===== src/rtl/mem_lsu.sv =====
// Load/store unit: one byte/half/word access at a time to a word-addressed memory.
// Sub-word stores are done as read-modify-write; misaligned requests never reach memory.
module mem_lsu (
  input  logic        i_clk,
  input  logic        i_reset_n,
  input  logic        i_req_valid,
  input  logic        i_req_we,
  input  logic [1:0]  i_req_size,
  input  logic        i_req_unsigned,
  input  logic [31:0] i_req_addr,
  input  logic [31:0] i_req_wdata,
  output logic        o_busy,
  output logic        o_resp_valid,
  output logic [31:0] o_resp_rdata,
  output logic        o_misaligned,
  output logic [31:0] o_memAddr,
  output logic [31:0] o_writeData,
  output logic [1:0]  o_ctrlMEM,
  input  logic [31:0] i_readData
);

  typedef enum logic [1:0] {IDLE = 2'd0, READ = 2'd1, WRITE = 2'd2, RESP = 2'd3} state_t;

  state_t      state_r, state_next_s;
  logic        we_r, uns_r, mis_r;
  logic [1:0]  size_r, lane_r;
  logic [31:0] wdata_r, mem_addr_r, write_data_r, rdata_r;
  logic        req_mis_s, req_word_s;

  function automatic logic is_misaligned(input logic [1:0] size, input logic [1:0] low);
    logic mis;
    case (size)
      2'b00:   mis = 1'b0;
      2'b01:   mis = low[0];
      default: mis = (low != 2'b00);
    endcase
    return mis;
  endfunction

  function automatic logic [31:0] load_extract(input logic [31:0] word, input logic [1:0] size,
                                               input logic [1:0] lane, input logic uns);
    logic [7:0]  b;
    logic [15:0] h;
    logic [31:0] r;
    b = word[{lane, 3'b000} +: 8];
    h = word[{lane[1], 4'b0000} +: 16];
    case (size)
      2'b00:   r = uns ? {24'h000000, b} : {{24{b[7]}}, b};
      2'b01:   r = uns ? {16'h0000, h} : {{16{h[15]}}, h};
      default: r = word;
    endcase
    return r;
  endfunction

  function automatic logic [31:0] store_merge(input logic [31:0] word, input logic [1:0] size,
                                              input logic [1:0] lane, input logic [31:0] wdata);
    logic [31:0] r;
    r = word;
    case (size)
      2'b00:   r[{lane, 3'b000} +: 8] = wdata[7:0];
      2'b01:   r[{lane[1], 4'b0000} +: 16] = wdata[15:0];
      default: r = wdata;
    endcase
    return r;
  endfunction

  assign req_mis_s  = is_misaligned(i_req_size, i_req_addr[1:0]);
  assign req_word_s = i_req_size[1];

  // Next-state decode
  always_comb begin
    state_next_s = state_r;
    case (state_r)
      IDLE: begin
        if (!i_req_valid) begin
          state_next_s = IDLE;
        end else if (req_mis_s) begin
          state_next_s = RESP;
        end else if (i_req_we && req_word_s) begin
          state_next_s = WRITE;
        end else begin
          state_next_s = READ;
        end
      end
      READ: begin
        if (we_r) begin
          state_next_s = WRITE;
        end else begin
          state_next_s = RESP;
        end
      end
      WRITE:   state_next_s = RESP;
      RESP:    state_next_s = IDLE;
      default: state_next_s = IDLE;
    endcase
  end

  // State and datapath registers; memory address only moves for accesses that reach memory
  always_ff @(posedge i_clk or negedge i_reset_n) begin
    if (!i_reset_n) begin
      state_r      <= IDLE;
      we_r         <= 1'b0;
      uns_r        <= 1'b0;
      mis_r        <= 1'b0;
      size_r       <= 2'b00;
      lane_r       <= 2'b00;
      wdata_r      <= 32'h00000000;
      mem_addr_r   <= 32'h00000000;
      write_data_r <= 32'h00000000;
      rdata_r      <= 32'h00000000;
    end else begin
      state_r <= state_next_s;
      case (state_r)
        IDLE: begin
          if (i_req_valid) begin
            we_r    <= i_req_we;
            uns_r   <= i_req_unsigned;
            size_r  <= i_req_size;
            lane_r  <= i_req_addr[1:0];
            wdata_r <= i_req_wdata;
            mis_r   <= req_mis_s;
            rdata_r <= 32'h00000000;
            if (!req_mis_s) begin
              mem_addr_r <= {i_req_addr[31:2], 2'b00};
              if (i_req_we && req_word_s) begin
                write_data_r <= i_req_wdata;
              end
            end
          end
        end
        READ: begin
          if (we_r) begin
            write_data_r <= store_merge(i_readData, size_r, lane_r, wdata_r);
          end else begin
            rdata_r <= load_extract(i_readData, size_r, lane_r, uns_r);
          end
        end
        default: ;
      endcase
    end
  end

  assign o_busy       = (state_r != IDLE);
  assign o_resp_valid = (state_r == RESP);
  assign o_resp_rdata = (state_r == RESP) ? rdata_r : 32'h00000000;
  assign o_misaligned = (state_r == RESP) & mis_r;
  assign o_memAddr    = mem_addr_r;
  assign o_writeData  = write_data_r;
  assign o_ctrlMEM    = (state_r == READ) ? 2'b10 : ((state_r == WRITE) ? 2'b01 : 2'b00);

endmodule


===== config.mk =====
export PLATFORM = sky130hd
export DESIGN_NAME = mem_lsu
export DESIGN_NICKNAME = d
export VERILOG_FILES = /design/src/rtl/mem_lsu.sv
export SDC_FILE = /design/constraint.sdc
export NUM_CORES = 1
export LEC_CHECK = 0
export CAP_MARGIN = 25
export CORE_MARGIN = 10
export CORE_UTILIZATION = 45
export CTS_BUF_LIST = sky130_fd_sc_hd__clkbuf_4 sky130_fd_sc_hd__clkbuf_8
export DETAILED_ROUTE_END_ITERATION = 8
export PLACE_DENSITY = 0.79
export SETUP_SLACK_MARGIN = 0.1
export SLEW_MARGIN = 20
export SYNTH_ARGS = -nofsm -noshare
export SYNTH_HDL_FRONTEND = slang
export SYNTH_SLANG_ARGS = --single-unit

===== constraint.sdc =====
create_clock -name i_clk -period 2.39 [get_ports i_clk]
set_clock_uncertainty 0.2 [all_clocks]
set_input_delay 0.717 -clock i_clk [delete_from_list [all_inputs] [get_ports i_clk]]
set_output_delay 0.717 -clock i_clk [all_outputs]
set_load 0.1 [all_outputs]

==> results.cfg, run 1 <==
[global_routing]
grt_use_total_pct = 24.5
gr-total-overflow = 0
grt_pass1_wl_um = 39400
grt_max_degree = 43
antenna_found_initial = 1
grt_pass1_vias = 6862

[placement]
dp_hpwl_um = 19800
io_buffers = 201
globalplace.congestion = 0.934
placed_area_mm2 = 0.0106
dp_slack_ns = -0.294

[layout]
fillCellCount = 1000
seq_area_mm2 = 0.00338
drive_gt1_share_pct = 38.8
final_cell_area_mm2 = 0.0113
area_delta_synth_final_pct = 60.9
fin_util_pct = 73.9
fin_nets = 998
multi_input_area_mm2 = 0.00351

[timing]
worst_slew_pin_slew_ns = 0.661
fin_ws_ns = -0.136
maxSlewViolCount = 0
max_freq_ghz = 0.396
holdWs_ns = 0.0274
finalCriticalPeriod_ns = 2.53
grt_setup_unrepaired = yes
post-route-period-util_pct = 106
setup_violations = 36
relSlewSlack_pct = 55.7
hold_viol = 0

[synth]
syn_area_mm2 = 0.00701
syn-instance-count = 652
synth_top_cell_by_area = dfrtp_1
synth_seq_area_share_pct = 48.2
synth_top_cell_area_share_pct = 48.2
synth_cell_type_count = 52
synth_warnings = 0
netlist_top_cells_area = dfrtp_1 (48%), mux2_2 (12%), nand2_1 (3.3%)
ys_seq_elements = 135
syn_avg_cell_area_um2 = 10.8

[setup_path]
worstReg2RegStart = state_r[0]
cp-end-kind = output port
rr_endpoint = o_writeData[29]
path_max_fanout = 17
r2r_cells = 8
cp_data_required_time_ns = 1.47
critPathArrivalTime_ns = 1.61
start_kind = register
path_class = register to output port
r2r_slack_ns = 0.05

[die]
core.rowCount = 45
start_util_pct = 46.0
io_pins = 204
die_height_um = 145
dieWidth_um = 145
die-area_mm2 = 0.0210
coreArea_mm2 = 0.0153

[clock_tree]
cts_root_buffer = clkbuf_8
numCtsBuffers = 17
clk_latency_ns = 0.46
holdBufCountCts = 0
path_clk_slew_ns = 0.09
clkSinkCount = 135
cts_max_level = 4
cts_tree = done
clock_path_buffers = 2

[hold_path]
hold_path_class = input port to asynchronous set/reset pin

[detailed_routing]
drt-total-wl_um = 25500
drt_iter0_drc = 517
dr.pass1.iters = 5
avgViaCountPerCell = 5.86
vias = 6509
ant_nets = 0
drc = 0
wl_per_cell_um = 22.9

[status]
violations = negative setup slack
status = finished with violations

[flow_run]
maxCapViolCount = 0
-- kinds of logic after synthesis --
kind of cell	Yosys count	share of synthesized area [%]
AO/OA/AOI/OAI	178	18.0
adder cells (fa/ha/maj)	9	1.61
buffers and inverters	69	4.43
flip-flops	135	48.2
multiplexers	84	14.0
other	1	0.0535
AND/OR/NAND/NOR	176	13.8
-- worst max-delay path, cell delays in order (launching register included) --
cell     delay (ns)
dfrtp_2        0.45
ha_4           0.19
buf_12         0.15
and2_2         0.19
buf_12         0.16
-- flip-flops by register name, indices dropped and copies added, names as in the netlist --
register     flops
size_r           2
wdata_r         32
rdata_r         32
o_memAddr       30
state_r          2
we_r             1
mis_r            1
uns_r            1
o_writeData     32
lane_r           2
-- how the worst max path moves through the flow --
stage                       start                to  slack [ns]  cells past startpoint
CTS                    state_r[1]  o_resp_rdata[31]       -0.14                      4
global placement    i_req_size[1]   o_writeData[15]       -0.17                      5
detailed placement  i_req_size[1]   o_writeData[16]       -0.29                      7
finish                 state_r[0]  o_resp_rdata[20]       -0.14                      4
floorplan              state_r[1]   o_writeData[22]       -0.03                      8
global route           state_r[0]  o_resp_rdata[20]       -0.18                      4
-- layer usage --
layer	up-vias	GRT usage (%)	routed length, µm
li1	2857	-	-
met1	3190	29.5	9730
met2	404	39.0	12100
met3	58	9.81	3070
met4	0	8.24	631
met5	-	0	0
-- cell usage in the layout (no fill, tap or decap), types with 11 or more instances in the layout --
master / count
a221oi_1: 11
and2_4: 30
buf_4: 50
a221o_1: 12
nand2_1: 61
nor2_1: 33
buf_12: 110
inv_1: 16
mux2_2: 74
clkdlybuf4s50_1: 101
a22o_1: 20
a21oi_1: 33
o21ai_0: 41
dfrtp_1: 134
clkbuf_8: 19
-- synthesized netlist by cell type, drive strengths merged --
cell     number
a21o          1
a21oi        34
a221o        22
a221oi       17
a22o         20
a22oi         8
a311o         1
a31oi         8
a32o          1
and2         34
and3          1
buf          24
clkbuf       25
clkinv        1
conb          1
dfrtp       135
ha            9
inv          19
mux2         74
mux2i         6
mux4          4
nand2        61
nand2b        5
nand3         1
nand3b        1
nand4         8
nand4b        8
nand4bb       1
nor2         35
nor2b        10
nor3          4
nor3b         1
nor4          1
nor4b         3
o2111ai       8
o211ai        5
o21a          1
o21ai        47
o22ai         3
o31a          1
o31ai         1
or2           2
-- cell type report --
type                    instances  share of cell area, %
clock inverters                12                   1.26
repair buffers                263                   32.1
diodes                          1                 0.0222
inverters                      20                  0.754
multi-input cells             449                   31.1
clock buffers                  20                   2.38
flip-flops and latches        135                   30.0
well taps                     211                   2.34
-- timing repair --
action	in CTS	in global routing
resized for setup	28	25
gates cloned	0	0
endpoints found under the setup margin	39	75
pin swaps	1	2
buffers inserted	7	1
-- per-stage QoR --
| step | std cells | TNS (ns) |
|---|---|---|
| after floorplan | 653 | -0.999 |
| after global placement | 1070 | -10.31 |
| after detailed placement | 1070 | -14.61 |
| after CTS | 1109 | -3.93 |
| after global routing | 1110 | -4.99 |
| final | 1111 | -3.14 |
Power of run 1 is left out: the tool's default activity adds up to more than one toggle a clock period on the data nets, which glitch-free logic cannot reach.
==> run 2, diff against run 1 <==
--- a/config.mk
+++ b/config.mk
@@ -6,11 +6,14 @@
 export NUM_CORES = 1
 export LEC_CHECK = 0
 export CAP_MARGIN = 25
+export CELL_PAD_IN_SITES_DETAIL_PLACEMENT = 1
+export CELL_PAD_IN_SITES_GLOBAL_PLACEMENT = 1
 export CORE_MARGIN = 10
-export CORE_UTILIZATION = 45
+export CORE_UTILIZATION = 34
 export CTS_BUF_LIST = sky130_fd_sc_hd__clkbuf_4 sky130_fd_sc_hd__clkbuf_8
 export DETAILED_ROUTE_END_ITERATION = 8
-export PLACE_DENSITY = 0.79
+export GPL_TIMING_DRIVEN = 0
+export PLACE_DENSITY_LB_ADDON = 0.1
 export SETUP_SLACK_MARGIN = 0.1
 export SLEW_MARGIN = 20
 export SYNTH_ARGS = -nofsm -noshare
==> results.cfg, run 2 (same netlist as run 1, synthesis figures left out) <==
[layout]
multi_input_area_mm2 = 0.00395
fin_nets = 1033
mostFrequentLayoutCell = dfrtp_1
final_cell_mix = dfrtp_1 (135), clkdlybuf4s50_1 (95), buf_2 (71)
seq_area_mm2 = 0.00338
fillCellCount = 2163
drive_gt1_share_pct = 43.4
area_delta_synth_final_pct = 58.6
antenna_cells = 0
fin_cells = 1203

[detailed_routing]
dr.pass1.iters = 4
ant_nets = 0
drc = 0
drt-total-wl_um = 29500
drt_iter0_drc = 380
wl_per_cell_um = 24.5
avgViaCountPerCell = 5.35
vias = 6438

[setup_path]
start_kind = register
critPathArrivalTime_ns = 1.70
path_class = register to output port
cp_data_required_time_ns = 1.47
crit_path_frequent_cell = buf_6
cpPeakStageDelay_ns = 0.45
crit_family = flip-flops
cp_num_buf_inv = 3
cp-end-kind = output port
cp_num_cells = 5
path_max_fanout = 6
crit_chain = ha_4 > buf_6 > buf_6 > and2_4 > buf_12
worst_path_max_delay_cell = dfrtp_1
r2r_cells = 8

[clock_tree]
cts_root_buffer = clkbuf_8
cts_tree = done
cts_max_level = 4
clkSinkCount = 135
clk_latency_ns = 0.46
clock_path_buffers = 2
path_clk_slew_ns = 0.08
numCtsBuffers = 17

[global_routing]
antenna_found_initial = 0
grt_use_total_pct = 21.3
grt_pass1_wl_um = 43800
grt_max_degree = 86
grt_pass1_vias = 7114
gr-total-overflow = 0

[status]
violations = negative setup slack
status = finished with violations

[die]
die-area_mm2 = 0.0268
die_height_um = 164
dieWidth_um = 164
io_pins = 204
core.rowCount = 52
start_util_pct = 34.7
coreArea_mm2 = 0.0202

[timing]
relSlewSlack_pct = 45.6
maxSlewViolCount = 0
max_freq_ghz = 0.382
setup_violations = 49
setup-tns-final_ns = -7.14
post-route-period-util_pct = 110
fin_ws_ns = -0.230
hold_viol = 0
finalCriticalPeriod_ns = 2.62
worst_slew_pin_slew_ns = 0.814
grt_setup_unrepaired = yes

[placement]
placed_cells = 1125
globalplace.congestion = 0.911
dp_slack_ns = -0.899
io_buffers = 201
dp_hpwl_um = 22100

[flow_run]
maxCapViolCount = 0

[hold_path]
hold_path_class = input port to asynchronous set/reset pin
## run 2: cell types whose count changed in the layout (fill, tap and decap cells not counted), sizes merged
cell,change
clkbuf,+20
buf,+15
clkdlybuf4s50,-6
dlygate4sd2,+5
bufinv,+3
clkinvlp,-2
inv,-2
diode,-1
dlymetal6s2s,+1
## run 2: metal layers
layer  up-vias  routed length [µm]  global-route usage [%]
met2       224               14600                    35.2
met1      3247               12100                    26.1
met5         -                   0                       0
li1       2931                   -                       -
met4         0                 690                    6.99
met3        36                2140                    6.54
## run 2: per-stage QoR
step,cell area [µm²],utilization [%],hold WS (ns)
3_5_place_dp,9480,46.9,0.275
5_1_grt,11100,55.0,0.0930
4_1_cts,10700,52.9,0.0745
2_1_floorplan,7100,-,0.221
3_3_place_gp,9450,46.7,0.265
6_report,11100,55.0,0.0598
## run 2: cell type report
type / instances / area share, %
plain buffers: 48 / 3.15
clock buffers: 20 / 2.48
clock inverters: 11 / 1.74
inverters: 20 / 0.889
multi-input cells: 449 / 35.5
flip-flops and latches: 135 / 30.4
well taps: 270 / 3.04
repair buffers: 250 / 22.8
## run 2: worst register-to-register path, stage by stage (launching register included)
cell and delay, ns:
dfrtp_1 0.38, buf_6 0.12, buf_8 0.09, clkinvlp_4 0.14, ha_4 0.35, inv_8 0.04
a311o_2 0.53, a221oi_4 0.40, o21ai_1 0.10
## run 2: worst paths after layout
check | startpoint | endpoint | slack, ns
worst max-delay path | state_r[1] | o_misaligned | -0.23
worst min-delay path | i_reset_n | rdata_r[20] | 0.06
worst max register to register | lane_r[1] | o_writeData[5] | -0.08
worst min register to register | o_writeData[21] | o_writeData[21] | 0.29
max in group asynchronous | i_reset_n | o_writeData[14] | 1.19
min in group i_clk | o_writeData[21] | o_writeData[21] | 0.29
## run 2: repair_timing
action / 4_1_cts / 5_1_grt
pin swaps: 20 / 26
resized for setup: 746 / 87
setup endpoints to repair: 181 / 170
setup buffers: 21 / 27
gates cloned: 0 / 1
endpoints found under the hold margin: 0 / 0
hold buffers: 0 / 0
Power of run 2 is left out for the same reason.
==> run 3, diff against run 2 <==
--- a/config.mk
+++ b/config.mk
@@ -5,11 +5,12 @@
 export SDC_FILE = /design/constraint.sdc
 export NUM_CORES = 1
 export LEC_CHECK = 0
+export ABC_AREA = 1
 export CAP_MARGIN = 25
 export CELL_PAD_IN_SITES_DETAIL_PLACEMENT = 1
 export CELL_PAD_IN_SITES_GLOBAL_PLACEMENT = 1
 export CORE_MARGIN = 10
-export CORE_UTILIZATION = 34
+export CORE_UTILIZATION = 32
 export CTS_BUF_LIST = sky130_fd_sc_hd__clkbuf_4 sky130_fd_sc_hd__clkbuf_8
 export DETAILED_ROUTE_END_ITERATION = 8
 export GPL_TIMING_DRIVEN = 0
==> results.cfg, run 3 <==
[clock_tree]
clock_path_buffers = 2
cts_root_buffer = clkbuf_8
path_clk_slew_ns = 0.09
cts_tree = done
cts_max_level = 4
numCtsBuffers = 17
clk_latency_ns = 0.47
clkSinkCount = 135

[flow_run]
maxCapViolCount = 0

[die]
io_pins = 204
core.rowCount = 57
die-area_mm2 = 0.0314
start_util_pct = 32.5
die_height_um = 177
dieWidth_um = 177
coreArea_mm2 = 0.0243

[hold_path]
min-delay-start = o_writeData[10]
hold_path_class = register to register
hold_end = o_writeData[10]
min_path_cells = 2

[setup_path]
path_max_fanout = 10
r2r_cells = 15
worstReg2RegStart = state_r[0]
r2r_slack_ns = 0.04
path_class = register to output port
cp-end-kind = output port
critPathArrivalTime_ns = 1.78
start_kind = register
cp_data_required_time_ns = 1.47
rr_endpoint = o_writeData[23]

[timing]
finalCriticalPeriod_ns = 2.69
relSlewSlack_pct = 49.4
max_freq_ghz = 0.371
post-route-period-util_pct = 113
maxSlewViolCount = 0
setup_violations = 37
grt_setup_unrepaired = yes
setup-tns-final_ns = -9.61
worst_slew_pin_slew_ns = 0.760
fin_ws_ns = -0.304
holdWs_ns = 0.279
hold_viol = 0

[synth]
synth_top_cell_by_area = dfrtp_1
synthTopCellsByCount = nand2_1 (456), dfrtp_1 (135), o21ai_0 (132)
syn_area_mm2 = 0.00791
synth_cell_type_count = 25
synth_edf_count = 0
ys.flop_type = dfrtp_1
synth_seq_area_share_pct = 42.7
synth_most_common_cell = nand2_1
ys_seq_elements = 135
async_flop_share_pct = 100
netlist_top_cells_area = dfrtp_1 (43%), nand2_1 (22%), o21ai_0 (8.4%)
syn-instance-count = 1185
syn_avg_cell_area_um2 = 6.68
synth_warnings = 0
synth_top_cell_area_share_pct = 42.7

[placement]
dp_hpwl_um = 27000
dp_slack_ns = -0.695
globalplace.congestion = 0.942
io_buffers = 201

[power_and_ir_drop]
swShare_pct = 60.3
vdd_drop_max_mv = 0.725
clockPowerShare_pct = 10.6
power_density_mw_per_mm2 = 1570
p_leak_nw = 5.74
power_frac_seq_pct = 22.6
total_power_mw = 18.2
intPower_mw = 7.22
p_switching_mw = 11.0
combPwrFrac_pct = 66.8

[detailed_routing]
drt_iter0_drc = 569
vias = 8730
avgViaCountPerCell = 4.93
wl_per_cell_um = 20.2
dr.pass1.iters = 5
ant_nets = 0
drc = 0
drt-total-wl_um = 35800

[status]
violations = negative setup slack
status = finished with violations

[global_routing]
grt_pass1_vias = 9033
antenna_found_initial = 0
grt_use_total_pct = 22.1
grt_max_degree = 75
gr-total-overflow = 0
grt_pass1_wl_um = 53300

[layout]
final_cell_mix = nand2_1 (415), dfrtp_1 (133), o21ai_0 (129)
mostFrequentLayoutCell = nand2_1
area_delta_synth_final_pct = 46.3
fin_nets = 1545
antenna_cells = 0
drive_gt1_share_pct = 22.0
[run 3: cell types whose count changed in the layout (fill, tap and decap cells not counted), sizes merged, moves of 14 or more]
cell / previous run / this run
nand2: 61 / 462
o21ai: 47 / 139
nor2: 35 / 110
mux2: 74 / 0
a21oi: 34 / 99
inv: 19 / 78
clkinvlp: 4 / 42
and2: 34 / 0
nand3: 1 / 33
a221o: 22 / 0
a22o: 20 / 0
a221oi: 17 / 0
buf: 177 / 162
clkbuf: 40 / 54
[run 3: kinds of logic after synthesis]
logic type	share of synthesized area (%)
fa+ha+maj	1.42
other cells	0.0474
flops	42.7
compound gates	16.1
buf+inv	9.55
simple gates	30.2
[run 3: power groups by stage]
stage | Clock [mW] | Combinational [mW] | Sequential [mW]
2_1_floorplan | 0 | 4.71 | 7.59
4_1_cts | 1.95 | 11.5 | 4.08
6_report | 1.93 | 12.1 | 4.12
3_3_place_gp | 0 | 11.5 | 4.09
3_5_place_dp | 0 | 11.6 | 4.12
5_1_grt | 2.04 | 13.0 | 4.26
[run 3: repair_timing]
item                       CTS  global route
resized for setup          612           118
gates cloned                 0             6
setup endpoints to repair  163           118
pin swaps                    2            11
buffers inserted             3            17
hold endpoints to repair    14             0
hold buffers                 1             0
[run 3: metrics by stage]
step / cell area (µm²) / utilization, % / std cells
after detailed placement: 10700 / 43.8 / 1712
final: 11600 / 47.6 / 1769
after CTS: 10900 / 45.0 / 1746
after global routing: 11600 / 47.6 / 1769
after floorplan: 8210 / - / 1186
after global placement: 10600 / 43.7 / 1711
[run 3: worst max-delay path by stage]
stage,startpoint,endpoint,cells past startpoint
floorplan,state_r[1],o_resp_rdata[10],5
global placement,i_reset_n,o_memAddr[15],1
detailed placement,state_r[0],o_resp_rdata[21],6
CTS,state_r[0],o_resp_rdata[21],6
global route,state_r[0],o_resp_rdata[8],6
finish,state_r[0],o_resp_rdata[7],6
[run 3: worst max-delay path, stage by stage (launching register included)]
cell and delay (ns):
dfrtp_2 0.45, ha_4 0.18, clkbuf_16 0.16, clkbuf_16 0.18, nand2_2 0.09, clkinvlp_4 0.08
buf_6 0.18
[run 3: routing by layer]
metal,part of all wire (%),GRT usage (%),up-vias
met1,45,28.8,4228
met5,0,0,-
met2,48,35.4,251
li1,-,-,4218
met3,5.7,4.63,33
met4,1.7,8.09,0
[run 3: final cells by class]
cell class	instances	area, µm²
Tap cell	324	405
Buffer	70	548
Inverter	109	562
Multi-Input combinational cell	871	4060
Clock inverter	12	119
Sequential cell	135	3380
Fill cell	3067	12700
Clock buffer	19	249
Timing Repair Buffer	229	2250
Power figures use the tool's default switching activity.
